$ cat config.mk
export PLATFORM = sky130hd
export DESIGN_NAME = rr_mux_arbiter
export DESIGN_NICKNAME = d
export VERILOG_FILES = /design/src/rtl/mux_arb_pkg.sv /design/src/rtl/mux_out_stage.sv /design/src/rtl/rr_mux_arbiter.sv
export SDC_FILE = /design/constraint.sdc
export NUM_CORES = 1
export LEC_CHECK = 0
export CORE_MARGIN = 5
export CORE_UTILIZATION = 35
export CTS_BUF_LIST = sky130_fd_sc_hd__clkbuf_8 sky130_fd_sc_hd__clkbuf_16
export DETAILED_ROUTE_END_ITERATION = 12
export PLACE_DENSITY = 0.67
export SETUP_SLACK_MARGIN = 0.2
export SLEW_MARGIN = 15
export SYNTH_ARGS = -nofsm -noshare
export SYNTH_HDL_FRONTEND = slang
export SYNTH_SLANG_ARGS = --single-unit
$ cat constraint.sdc
create_clock -name clk -period 1.4 [get_ports clk]
set_input_delay 0.21 -clock clk [delete_from_list [all_inputs] [get_ports clk]]
set_output_delay 0.21 -clock clk [all_outputs]
set_load 0.01 [all_outputs]
$ cat src/rtl/mux_arb_pkg.sv
// -----------------------------------------------------------------------------
// mux_arb_pkg
// Shared types and constants for the two-requester round-robin mux arbiter.
//   arb_state_t : arbiter FSM state (IDLE, GRANT_A, GRANT_B)
//   SEL_A/SEL_B : select encoding used on out_sel and the priority pointer
// -----------------------------------------------------------------------------
package mux_arb_pkg;

    typedef enum logic [1:0] {
        IDLE    = 2'd0,
        GRANT_A = 2'd1,
        GRANT_B = 2'd2
    } arb_state_t;

    localparam logic SEL_A = 1'b0;
    localparam logic SEL_B = 1'b1;

endpackage : mux_arb_pkg

$ cat src/rtl/mux_out_stage.sv
// -----------------------------------------------------------------------------
// mux_out_stage
// One-entry registered valid/ready stage holding {sel, last, data}.
//   clk, rst       : clock, asynchronous active-high reset
//   i_load         : capture i_sel/i_last/i_data on this edge (upstream beat
//                    accepted); the caller only loads when the entry is free
//                    or being drained in the same cycle
//   i_sel/i_last/i_data : beat to capture
//   i_ready        : downstream accepts the held beat
//   o_valid/o_sel/o_last/o_data : held beat presented downstream
// -----------------------------------------------------------------------------
module mux_out_stage
    import mux_arb_pkg::*;
#(
    parameter int DATA_W = 8
) (
    input  logic              clk,
    input  logic              rst,
    input  logic              i_load,
    input  logic              i_sel,
    input  logic              i_last,
    input  logic [DATA_W-1:0] i_data,
    input  logic              i_ready,
    output logic              o_valid,
    output logic              o_sel,
    output logic              o_last,
    output logic [DATA_W-1:0] o_data
);

    logic              r_valid;
    logic              r_sel;
    logic              r_last;
    logic [DATA_W-1:0] r_data;

    // NOTE: payload registers are reset too (not just valid) so the outputs
    // show defined zeros after reset; they are plain flops, not a memory.
    always_ff @(posedge clk or posedge rst) begin
        if (rst) begin
            r_valid <= 1'b0;
            r_sel   <= SEL_A;
            r_last  <= 1'b0;
            r_data  <= '0;
        end else if (i_load) begin
            // A load wins over a drain: the new beat replaces the one leaving.
            r_valid <= 1'b1;
            r_sel   <= i_sel;
            r_last  <= i_last;
            r_data  <= i_data;
        end else if (r_valid && i_ready) begin
            // Payload is left untouched so out_sel/out_data only move on a load.
            r_valid <= 1'b0;
        end
    end

    assign o_valid = r_valid;
    assign o_sel   = r_sel;
    assign o_last  = r_last;
    assign o_data  = r_data;

endmodule : mux_out_stage

$ cat src/rtl/rr_mux_arbiter.sv
// -----------------------------------------------------------------------------
// rr_mux_arbiter
// Two-requester round-robin arbiter sharing one 2:1 data mux between sources
// A and B. Grant is held for a whole packet (until the last beat is accepted),
// then priority passes to the other side. The selected beat is registered in a
// one-entry output stage.
//   clk, rst                     : clock, asynchronous active-high reset
//   a_valid/a_data/a_last/a_ready: source A beat handshake
//   b_valid/b_data/b_last/b_ready: source B beat handshake
//   out_valid/out_data/out_last/out_sel/out_ready : downstream handshake
//   busy                         : a grant is currently held
//   pkt_cnt_a/pkt_cnt_b          : wrapping completed-packet counters
// -----------------------------------------------------------------------------
module rr_mux_arbiter
    import mux_arb_pkg::*;
#(
    parameter int DATA_W = 8,
    parameter int CNT_W  = 8
) (
    input  logic              clk,
    input  logic              rst,
    input  logic              a_valid,
    input  logic [DATA_W-1:0] a_data,
    input  logic              a_last,
    output logic              a_ready,
    input  logic              b_valid,
    input  logic [DATA_W-1:0] b_data,
    input  logic              b_last,
    output logic              b_ready,
    output logic              out_valid,
    output logic [DATA_W-1:0] out_data,
    output logic              out_last,
    output logic              out_sel,
    input  logic              out_ready,
    output logic              busy,
    output logic [CNT_W-1:0]  pkt_cnt_a,
    output logic [CNT_W-1:0]  pkt_cnt_b
);

    arb_state_t       r_state;
    arb_state_t       w_state_next;
    logic             r_prio;
    logic [CNT_W-1:0] r_cnt_a;
    logic [CNT_W-1:0] r_cnt_b;

    logic              w_stage_free;
    logic              w_a_acc;
    logic              w_b_acc;
    logic              w_a_done;
    logic              w_b_done;
    logic              w_load;
    logic              w_load_sel;
    logic              w_load_last;
    logic [DATA_W-1:0] w_load_data;

    // The output entry can take a beat when empty or when it drains this cycle;
    // this is what gives 1 beat/cycle streaming while out_ready stays high.
    assign w_stage_free = !out_valid || out_ready;

    assign a_ready = (r_state == GRANT_A) && w_stage_free;
    assign b_ready = (r_state == GRANT_B) && w_stage_free;

    assign w_a_acc  = a_valid && a_ready;
    assign w_b_acc  = b_valid && b_ready;
    assign w_a_done = w_a_acc && a_last;
    assign w_b_done = w_b_acc && b_last;

    // At most one side is granted, so the mux select is simply "B accepted".
    assign w_load      = w_a_acc || w_b_acc;
    assign w_load_sel  = w_b_acc ? SEL_B : SEL_A;
    assign w_load_last = w_b_acc ? b_last : a_last;
    assign w_load_data = w_b_acc ? b_data : a_data;

    // NOTE: every always_comb output gets a default first so no path leaves it
    // unassigned, which would otherwise infer a latch.
    always_comb begin
        w_state_next = r_state;
        unique case (r_state)
            IDLE: begin
                if (a_valid && (!b_valid || r_prio == SEL_A)) begin
                    w_state_next = GRANT_A;
                end else if (b_valid) begin
                    w_state_next = GRANT_B;
                end
            end
            // Handing over straight to a waiting peer avoids an IDLE bubble
            // on back-to-back alternation.
            GRANT_A: if (w_a_done) w_state_next = b_valid ? GRANT_B : IDLE;
            GRANT_B: if (w_b_done) w_state_next = a_valid ? GRANT_A : IDLE;
            default: w_state_next = IDLE;
        endcase
    end

    // NOTE: sequential state uses non-blocking assignments so every flop
    // samples pre-edge values regardless of block ordering.
    always_ff @(posedge clk or posedge rst) begin
        if (rst) begin
            r_state <= IDLE;
            r_prio  <= SEL_A;
            r_cnt_a <= '0;
            r_cnt_b <= '0;
        end else begin
            r_state <= w_state_next;
            if (w_a_done) begin
                r_cnt_a <= r_cnt_a + CNT_W'(1);
                r_prio  <= SEL_B;
            end
            if (w_b_done) begin
                r_cnt_b <= r_cnt_b + CNT_W'(1);
                r_prio  <= SEL_A;
            end
        end
    end

    mux_out_stage #(
        .DATA_W (DATA_W)
    ) u_out_stage (
        .clk     (clk),
        .rst     (rst),
        .i_load  (w_load),
        .i_sel   (w_load_sel),
        .i_last  (w_load_last),
        .i_data  (w_load_data),
        .i_ready (out_ready),
        .o_valid (out_valid),
        .o_sel   (out_sel),
        .o_last  (out_last),
        .o_data  (out_data)
    );

    assign busy      = (r_state != IDLE);
    assign pkt_cnt_a = r_cnt_a;
    assign pkt_cnt_b = r_cnt_b;

endmodule : rr_mux_arbiter

==> impl.org <==
** Critical path
- Standard cell with the maximum stage delay on the critical path :: dfrtp_2
- Crit path cell chain :: buf_6 > nand3b_1 > a21oi_4 > buf_12 > buf_8 > a21oi_1
- The worst setup path is captured at a register.
- Crit path max fanout :: 8
- Worst setup path startpoint :: r_state[1]
- Critical Setup Path Class :: register to register
- The largest single stage delay on the critical path is 0.44 ns.
- STA classifies the critical path startpoint as a register.
- The kind of cell with the highest combined delay along the critical path is flip-flops.
- STA puts the critical path data arrival time at 1.62 ns.
- The startpoint identified for the worst register-to-register timing path is r_state[1].
- STA puts the critical path data required time at 1.56 ns.
- Together, buffers and inverters on the worst path number 3.

** Synthesis
- Synth warnings :: 0
- Combinational family with the most area after synthesis :: simple AND/OR/NAND/NOR gates
- Fraction of the mapped netlist area in simple logic gates :: 19.97%
- Counting every instance in the synthesized netlist gives 127.
- Biggest area contributors in the synthesized netlist :: dfrtp_1 (52%), xnor2_1 (7.3%), mux2i_1 (5.6%), a21oi_1 (4.2%), nor2_1 (3.4%)
- Cell area after synthesis :: 1441 µm²
- Sequential-to-total area share from yosys stat :: 52.08%
- Fraction of the mapped netlist area in adder cells :: 1.736%
- Of the post-synthesis cell area, the dominant cell type holds 52.08%.
- After synthesis the netlist holds a flip-flop and latch count of 30.
- Of the total synthesized cell area, the portion taken by XOR and XNOR cells is 8.507%.
- dfrtp_1 takes more of the synthesized area than any other cell.
- The synthesized netlist devotes 6.944% of its cell area to compound gates.
- Average footprint of a synthesized cell :: 11.35 µm²
- Share of cell area taken by muxes after synthesis :: 7.118%
- The number of nets handed over by synthesis was 152.
- Unique cell type count in the Yosys netlist :: 29

** Drt
- Final Routed Wirelength :: 4.191 mm
- Number of detailed-route iterations in the first pass :: 4
- Wirelength per Cell :: 15.30 µm
- Once detail routing completed, the nets flagged for antenna violations numbered 0.
- For this run, design rule violations remaining after detail routing come to 0.
- The routed layout has 1296 vias.
- In the routed layout, each cell is associated on average with a via count of 4.730.
- The first routing iteration left 76 violations.

** GRT
- Antenna violations before repair :: 0
- Pin count of the biggest net entering global routing :: 31
- Via count of the first global-routing pass :: 1382
- For this run the aggregate overflow at the end of global routing stands at 0.
- The first global-routing pass estimated 6.555 mm of wire.
- Global router's overall resource usage :: 15.80%

** Layout
- Number of diodes added for antenna fixing :: 0
- Once layout is complete, the cells apart from fillers number 274.
- Cells with a size suffix above 1 make up 39.29% of the layout.
- For this run, the post-layout net count is 248.
- Compared with the post-synthesis result, the final layout area differs by 78.99%.
- Leaving out fill and tap cells, the most frequent cells in the layout are buf_4 (29), dfrtp_1 (28), clkdlybuf4s50_1 (21).
- Most common cell after layout, fill and taps aside :: buf_4

** Placement
- At the placement stage, the worst setup path has a slack of -0.3587 ns.
- At the end of routability-driven placement, the weighted congestion stood at 0.7735.
- In this run, placement finished with an instance count of 235.
- Total half-perimeter wirelength after legalization and detailed placement :: 2.632 mm
- Port bufs :: 52

** Clocking
- CTS clk-pin slew, worst paths :: 0.07 ns
- Counting the buffers created by CTS gives 5.
- Clock sink total :: 30
- The later pin in the worst-skew pair is clocked with a latency of 0.28 ns.
- TritonCTS built the clock tree.
- Clk root buf :: clkbuf_8
- H-tree lvl count :: 2
- Maximum buffer depth of the clock tree :: 2

** Pwr
- In this run the static leakage power is 1.232 nW.
- For this design the ratio of total power to cell area is 1719 nW/µm².
- Summing internal, switching and leakage power gives 4.434 mW.
- Worst supply voltage drop on vdd :: 1.108 mV

** Floorplanning
- The initialized floorplan defines 23 standard-cell rows.
- The die is 74.18 µm tall.
- The floorplan step defined a core boundary enclosing 4000 µm².
- I/O pin cnt :: 53
- Measured along the x axis, the die boundary spans 74.18 µm.
- The die covers 5502 µm².
- For this configuration, the core starts out at a cell density of 36.03%.

** STA
- After layout, the worst setup slack is -0.06129 ns.
- Slew @ Worst Pin :: 0.3946 ns
- Setup repair after global routing could not meet its margin everywhere.
- Final setup viols :: 13
- Crit path time final :: 1.461 ns
- Clock skew on the completed layout was measured at 0.005979 ns.
- Max_slew headroom :: 73.69%
- Timing would allow up to 684.3 MHz.
- Number of failing hold endpoints at the final stage :: 0
- The worst path uses 104.4% of the clock period.
- The number of slew-limit violations in the final report came to 0.

** Flow run
- Maximum capacitance violations :: 0

** Worst hold path
- The min-delay analysis places its worst path in the category input pin to asynchronous set/reset pin.

** Run status
- The run finished, with violations left.
- The final reports fail on setup timing.
metrics by stage:
step	hold WS, ns	instance area (µm²)	utilization, %	TNS (ns)
finish	0.3035	2580	64.50	-0.3689
global route	0.3443	2580	64.50	-1.395
CTS	0.3154	2395	59.87	-0.4312
detailed placement	0.4596	2130	53.24	-7.061
global placement	0.4536	2130	53.24	-5.851
floorplan	0.3007	1504	-	0
kinds of logic (layout without fill, tap and decap cells):
group | Yosys count | count (layout)
buffers and inverters | 6 | 103
AOI/OAI and AO/OA | 17 | 17
xor gates and xnor gates | 14 | 14
DFF | 30 | 30
adders and majority gates | 2 | 2
and+or+nand+nor | 48 | 48
muxes | 10 | 10
final cells by class:
class	instances	area [µm²]
Clock buffer	6	82.58
Timing Repair Buffer	93	887.1
Multi-Input combinational cell	91	778.2
Inverter	2	7.507
Clock inverter	2	8.758
Sequential cell	30	753.2
Tap cell	50	62.56
Fill cell	305	1420
path summary, 6_finish.rpt:
check,cells past startpoint,end,slack (ns)
worst max-delay path,6,u_out_stage.o_data[1],-0.06
worst min-delay path,3,u_out_stage.o_data[3],0.30
worst max register to register,6,u_out_stage.o_data[1],-0.06
worst min register to register,2,u_out_stage.o_sel,0.48
max in group asynchronous,3,r_state[0],0.79
min in group clk,2,u_out_stage.o_sel,0.48
what timing repair did:
item                       CTS  global route
pin swaps                    5             8
hold buffers                 0             0
resized for setup           55            34
buffers inserted            20            11
setup endpoints to repair   59            45
Yosys cell counts:
library cell / number
mux2i_1: 8
nand2_1: 8
nand2b_2: 1
xnor2_1: 12
o21ai_0: 2
nor2b_1: 1
a21oi_1: 12
xor2_1: 2
nand4_2: 1
o22ai_1: 1
or2b_1: 1
a21oi_4: 1
ha_1: 2
or2_2: 1
or3_4: 1
nor3_4: 2
nand3b_1: 2
buf_6: 4
and3_1: 3
a21o_1: 1
nand2b_1: 2
nand3_1: 4
and2_1: 2
mux2_2: 2
dfrtp_1: 30
nand4_1: 5
nor2_1: 13
nor2b_4: 1
inv_1: 2
worst reg2reg max path, cell delays in order (launching register included):
cell      delay (ns)
dfrtp_2         0.44
buf_6           0.13
nand3b_1        0.22
a21oi_4         0.21
buf_12          0.14
buf_8           0.13
a21oi_1         0.08
state kept, by name, summed over array words and instances (netlist names):
signal,flops
pkt_cnt_a,8
pkt_cnt_b,8
r_prio,1
r_state,2
u_out_stage.o_data,8
u_out_stage.o_last,1
u_out_stage.o_sel,1
u_out_stage.o_valid,1
per-layer routing:
| metal | wire length, µm | vias to the layer above | track usage [%] |
|---|---|---|---|
| met5 | 0 | - | 0 |
| met4 | 61 | 0 | 5.433 |
| met3 | 235 | 7 | 5.405 |
| met2 | 2246 | 40 | 28.05 |
| met1 | 1648 | 619 | 17.60 |
| li1 | - | 630 | - |
power by group:
group	leakage (nW)	total [mW]	internal, mW	switching, mW
registers	0.372	1.35	1.16	0.192
clock network	0.0524	0.713	0.389	0.325
logic	0.807	2.37	1.33	1.03
Note: power is estimated with default switching activity, not from simulation.
